$ cat config.mk
export PLATFORM = sky130hd
export DESIGN_NAME = frac_digit_sequencer
export DESIGN_NICKNAME = d
export VERILOG_FILES = /design/src/rtl/frac_digit_sequencer.sv
export SDC_FILE = /design/constraint.sdc
export NUM_CORES = 1
export LEC_CHECK = 0
export CAP_MARGIN = 20
export CORE_MARGIN = 10
export CORE_UTILIZATION = 48
export DETAILED_ROUTE_END_ITERATION = 6
export GPL_TIMING_DRIVEN = 0
export PLACE_DENSITY = 0.81
export SKIP_CTS_REPAIR_TIMING = 1
export SLEW_MARGIN = 0
export SYNTH_ARGS = -nofsm -noshare
export SYNTH_HDL_FRONTEND = slang
export SYNTH_SLANG_ARGS = --single-unit
$ cat constraint.sdc
create_clock -name iCLK -period 2.23 [get_ports iCLK]
set_input_delay 0.669 -clock iCLK [delete_from_list [all_inputs] [get_ports iCLK]]
set_output_delay 0.669 -clock iCLK [all_outputs]
set_load 0.01 [all_outputs]
$ cat src/rtl/frac_digit_sequencer.sv
// -----------------------------------------------------------------------------
// frac_digit_sequencer
//
// Converts an unsigned binary fraction 0.f (f = i_frac / 2^WIDTH_F) into NDIG
// BCD digits, one multiply-by-10 step per clock. The digits are buffered and
// then streamed out most significant (tenths) first over a valid/ready
// handshake. The full digit vector stays on o_digits until the next start.
//
// Optional feature (macro FRAC_ROUND_EN):
//   defined   - one extra guard-digit step plus a one-cycle ROUND state that
//               rounds half-up at digit NDIG-1, rippling BCD carries through
//               the buffer; a carry out of the tenths digit sets o_carry.
//   undefined - digits are truncated and o_carry is tied low.
//
// Ports
//   iCLK, iRST_N  clock (rising edge), asynchronous active-low reset
//   i_start       start request, only honoured in IDLE
//   i_frac        fraction operand, captured on an accepted start
//   o_busy        high from accepted start until the final digit transfer
//   o_dig_valid   streamed digit valid
//   i_dig_ready   sink ready; a transfer is o_dig_valid & i_dig_ready
//   o_dig         current BCD digit
//   o_dig_idx     index of o_dig, 0 = tenths
//   o_last        high with the digit at index NDIG-1
//   o_digits      all digits, digit 0 in the MSB nibble
//   o_done        one-cycle pulse after the final transfer
//   o_carry       rounding carried into the integer part
// -----------------------------------------------------------------------------
module frac_digit_sequencer #(
  parameter int WIDTH_F = 15,
  parameter int NDIG    = 7,
  parameter int IDXW    = 4
) (
  input  logic                iCLK,
  input  logic                iRST_N,
  input  logic                i_start,
  input  logic [WIDTH_F-1:0]  i_frac,
  output logic                o_busy,
  output logic                o_dig_valid,
  input  logic                i_dig_ready,
  output logic [3:0]          o_dig,
  output logic [IDXW-1:0]     o_dig_idx,
  output logic                o_last,
  output logic [4*NDIG-1:0]   o_digits,
  output logic                o_done,
  output logic                o_carry
);

  localparam logic [1:0] S_IDLE  = 2'd0;
  localparam logic [1:0] S_CONV  = 2'd1;
  localparam logic [1:0] S_EMIT  = 2'd2;
`ifdef FRAC_ROUND_EN
  localparam logic [1:0] S_ROUND = 2'd3;
  localparam int         NSTEP   = NDIG + 1;  // last step yields the guard digit
`else
  localparam int         NSTEP   = NDIG;
`endif

  // Step counter must reach NDIG (guard step), which o_dig_idx need not hold.
  localparam int              KW       = $clog2(NDIG + 2);
  localparam logic [KW-1:0]   K_LAST   = KW'(NSTEP - 1);
  localparam logic [IDXW-1:0] IDX_LAST = IDXW'(NDIG - 1);

  logic [1:0]         r_state;
  logic [WIDTH_F-1:0] r_frac;
  logic [KW-1:0]      r_k;
  logic [IDXW-1:0]    r_idx;
  logic               r_done;
  logic [3:0]         r_dig [NDIG];

  logic [WIDTH_F+3:0] w_z;
  logic [3:0]         w_zdig;
  logic [3:0]         w_dig;
  logic [4*NDIG-1:0]  w_digits;

  // One decimal step: the integer part of f*10 is the next digit, the
  // fractional part is the remainder carried to the following step.
  assign w_z    = {4'd0, r_frac} * (WIDTH_F + 4)'(10);
  assign w_zdig = w_z[WIDTH_F+3:WIDTH_F];

  // NOTE: every always_comb output gets a default before any conditional
  // assignment, otherwise unassigned paths infer latches.
  always_comb begin
    w_dig = 4'd0;
    for (int i = 0; i < NDIG; i++) begin
      if (r_idx == IDXW'(i)) w_dig = r_dig[i];
    end
  end

  always_comb begin
    w_digits = '0;
    for (int i = 0; i < NDIG; i++) begin
      w_digits[4*(NDIG-1-i) +: 4] = r_dig[i];
    end
  end

`ifdef FRAC_ROUND_EN
  logic [3:0] r_guard;
  logic       r_carry;
  logic [3:0] w_rnd [NDIG];
  logic       w_rnd_carry;

  // Buffer plus one at digit NDIG-1 with a full BCD ripple toward digit 0.
  always_comb begin
    w_rnd_carry = 1'b1;
    for (int i = NDIG - 1; i >= 0; i--) begin
      w_rnd[i] = r_dig[i];
      if (w_rnd_carry) begin
        if (r_dig[i] == 4'd9) begin
          w_rnd[i] = 4'd0;
        end else begin
          w_rnd[i]    = r_dig[i] + 4'd1;
          w_rnd_carry = 1'b0;
        end
      end
    end
  end

  assign o_carry = r_carry;
`else
  assign o_carry = 1'b0;
`endif

  // NOTE: state uses non-blocking assignments so every register samples the
  // pre-edge values; the digit buffer is small and must read zero after
  // reset, so it is reset along with the control state.
  always_ff @(posedge iCLK or negedge iRST_N) begin
    if (!iRST_N) begin
      r_state <= S_IDLE;
      r_frac  <= '0;
      r_k     <= '0;
      r_idx   <= '0;
      r_done  <= 1'b0;
      for (int i = 0; i < NDIG; i++) r_dig[i] <= 4'd0;
`ifdef FRAC_ROUND_EN
      r_guard <= 4'd0;
      r_carry <= 1'b0;
`endif
    end else begin
      r_done <= 1'b0;
      case (r_state)
        S_IDLE: begin
          if (i_start) begin
            r_frac  <= i_frac;
            r_k     <= '0;
            r_idx   <= '0;
            for (int i = 0; i < NDIG; i++) r_dig[i] <= 4'd0;
`ifdef FRAC_ROUND_EN
            r_carry <= 1'b0;
`endif
            r_state <= S_CONV;
          end
        end
        S_CONV: begin
          r_frac <= w_z[WIDTH_F-1:0];
          for (int i = 0; i < NDIG; i++) begin
            if (r_k == KW'(i)) r_dig[i] <= w_zdig;
          end
`ifdef FRAC_ROUND_EN
          if (r_k == KW'(NDIG)) r_guard <= w_zdig;
`endif
          r_k <= r_k + KW'(1);
          if (r_k == K_LAST) begin
`ifdef FRAC_ROUND_EN
            r_state <= S_ROUND;
`else
            r_state <= S_EMIT;
`endif
          end
        end
`ifdef FRAC_ROUND_EN
        S_ROUND: begin
          if (r_guard >= 4'd5) begin
            for (int i = 0; i < NDIG; i++) r_dig[i] <= w_rnd[i];
            r_carry <= w_rnd_carry;
          end
          r_state <= S_EMIT;
        end
`endif
        S_EMIT: begin
          if (i_dig_ready) begin
            if (r_idx == IDX_LAST) begin
              r_idx   <= '0;
              r_done  <= 1'b1;
              r_state <= S_IDLE;
            end else begin
              r_idx <= r_idx + IDXW'(1);
            end
          end
        end
        default: r_state <= S_IDLE;
      endcase
    end
  end

  assign o_busy      = (r_state != S_IDLE);
  assign o_dig_valid = (r_state == S_EMIT);
  assign o_dig       = w_dig;
  assign o_dig_idx   = r_idx;
  assign o_last      = (r_state == S_EMIT) && (r_idx == IDX_LAST);
  assign o_digits    = w_digits;
  assign o_done      = r_done;

endmodule

==> summary.md <==
| Metric | Value |
|---|---|
| Syn_nets | 430 |
| Worst path required time | 2.43 ns |
| Initial antenna violation count | 0 |
| DR pass1 iterations | 5 |
| Largest fanout on the critical path | 7 |
| Layout net count | 514 |
| Die area | 0.01098 mm^2 |
| Max Cap Viol | 0 |
| Initial drt markers | 219 |
| Register Area | 0.001361 mm^2 |
| First-pass GRT wire length | 14.95 mm |
| Post-Syn Area | 0.003451 mm^2 |
| Worst slew margin | 59.44% |
| WP data arrival | 2.75 ns |
| Flops & latches, synth | 54 |
| Sink Count | 54 |
| Crit path kind | reg -> reg |
| CP Launch Point | r_frac[1] |
| Via-per-instance ratio | 5.729 |
| H-tree depth | 2 |
| Cts bufs inserted | 5 |
| Mean routed wirelength per cell | 18.37 um |
| Synth area leaders | dfrtp_1 (39%), ha_1 (11%), nand2_1 (7.4%), o21ai_0 (6.2%), mux2i_1 (2.9%) |
| Layout Utilization | 71.09% |
| Worst hold path class | in -> async |
| Total power per unit cell area | 1750 mW/mm^2 |
| Violated checks | setup timing |
| Share of post-route cells with drive strength above 1 | 27.53% |
| CP Capture Type | flip-flop |
| Final ANT Viol Nets | 0 |
| Final Wtd Congestion | 0.8886 |
| Clock Latency Late Sink | 0.32 ns |
| Critical Path Start Type | flip-flop |
| Reg-to-Reg Start | r_frac[1] |
| Clk buf depth | 2 |
| Drc violations | 0 |
| Final hold vios | 0 |
| Synth Instances | 380 |
| Leak | 0.002096 uW |
| Core area | 0.006907 mm^2 |
| Fill cells | 535 |
| Skew final | 0.007760 ns |
| Setup ws final | -0.3187 ns |
| Vias in the first global route | 3061 |
| Number of port buffers | 58 |
| RSZ-0062 raised after global routing | yes |
| Fin crit period | 2.549 ns |
| CTS root buf | clkbuf_8 |
| Clock transition at path regs | 0.10 ns |
| CTS tree | yes |
| Pin count of the biggest net entering global routing | 31 |
| Highest-count cells in the layout ignoring fill and taps | nand2_1 (68), clkdlybuf4s50_1 (50), dfrtp_1 (46), o21ai_0 (25), buf_4 (17) |
| GRT Total Usage | 16.13% |
| Hold_ws | 0.3534 ns |
| Die width | 104.8 um |
| Multi-input logic area | 0.002425 mm^2 |
| Slew Limit Fails | 0 |
| Worst-Margin Slew | 0.6083 ns |
| Total I/O pin count | 60 |
| Final wirelength | 10.31 mm |
| Cell taking the most area after synthesis | dfrtp_1 |
| Commonest non-fill, non-tap cell in the layout | nand2_1 |
| Outcome | finished, violations left |
| HPWL Detailed | 7.168 mm |
| Area fraction of the dominant cell type after synthesis | 39.16% |
| Setup-failing EPs final | 36 |
| Placed cell areas | 0.004208 mm^2 |
| Global route overflow | 0 |
| Seq/Total Area, Yosys | 39.16% |
| Fmax | 392.4 MHz |
| Std cell rows | 30 |
| Starting density of the core | 49.96% |
| Area grow syn2layout | 42.28% |
| Setup TNS | -5.923 ns |
| Yosys warning count | 0 |
| Post-synthesis cell type count | 50 |
| VDD IR max | 0.001338 V |
| Ant diodes | 0 |
| Post-route cell area | 0.004910 mm^2 |
| Period utilisation layout | 114.3% |
| Vias post-DR | 3214 |
| Syn Area/Cell | 9.081 um^2 |
| DIE HEIGHT | 104.8 um |
## logic make-up after synthesis
kind of cell	after synthesis	share of synthesized area (%)
AND/OR/NAND/NOR	133	18.20
buffers and inverters	22	2.900
adder cells (fa/ha/maj)	31	11.46
other	1	0.1087
multiplexers	14	4.206
AO/OA/AOI/OAI	118	22.19
XOR/XNOR	7	1.777
flip-flops	54	39.16
## Yosys cell counts, drive strengths merged
library cell / instances
a211oi: 3
a21o: 12
a21oi: 17
a221o: 1
a221oi: 1
a22oi: 7
a31oi: 5
a32o: 1
and2: 3
and3: 2
and3b: 2
and4: 3
buf: 10
clkbuf: 4
conb: 1
dfrtp: 54
fa: 1
ha: 30
inv: 8
mux2: 4
mux2i: 10
nand2: 68
nand2b: 9
nand3: 12
nand3b: 2
nor2: 12
nor2b: 6
nor3: 5
nor3b: 1
o2111ai: 4
o211ai: 2
o21a: 2
o21ai: 55
o221ai: 3
o22ai: 2
o31a: 1
o31ai: 2
or2: 5
or3: 2
or4: 1
xnor2: 3
xor2: 4
## critical path, cell delays in order, from the launching register on
cell       delay [ns]
dfrtp_1          0.41
ha_1             0.29
ha_2             0.18
inv_2            0.04
fa_2             0.39
nor2b_4          0.18
o2111ai_4        0.15
a21oi_4          0.24
nor3_4           0.07
a211oi_4         0.26
buf_12           0.17
o21ai_1          0.05
## metrics by stage
step | std cells | power, uW | setup WS (ns)
3_5_place_dp | 535 | 6275 | -0.6207
4_1_cts | 543 | 7109 | -0.9756
2_1_floorplan | 380 | 4820 | -0.06112
6_report | 561 | 8591 | -0.3187
5_1_grt | 561 | 9200 | -0.4045
3_3_place_gp | 534 | 6075 | -1.120
## state kept, by name, indices dropped and copies added, names as in the netlist
signal     flops
r_frac        15
r_state        2
r_k            4
o_done         1
o_dig_idx      4
o_digits      28
## worst paths after layout
path                                 to  slack [ns]  depth (start not counted)
min in group iCLK          o_digits[23]        0.52                          2
setup / recovery           o_digits[21]       -0.32                         11
hold reg to reg            o_digits[23]        0.52                          2
setup reg to reg           o_digits[21]       -0.32                         11
hold / removal                   o_done        0.35                          1
max in group asynchronous    r_frac[10]        1.30                          2
## layer usage
metal / track usage, % / routed length (um)
met2: 27.31 / 5160
met4: 5.490 / 243
met5: 0 / 0
met1: 19.60 / 4364
met3: 3.747 / 537
## cell type report
cell class	instances	share of cell area [%]
Buffer	13	1.504
Sequential cell	54	27.73
Inverter	8	0.6116
Multi-Input combinational cell	304	49.39
Clock inverter	2	1.223
Timing Repair Buffer	78	15.42
Clock buffer	6	1.682
Tap cell	96	2.446
## power breakdown
group	switching (uW)	internal, uW	total, uW
logic	3180	2780	5970
registers	426	1380	1810
clock network	333	479	811
Power figures use the tool's default switching activity.
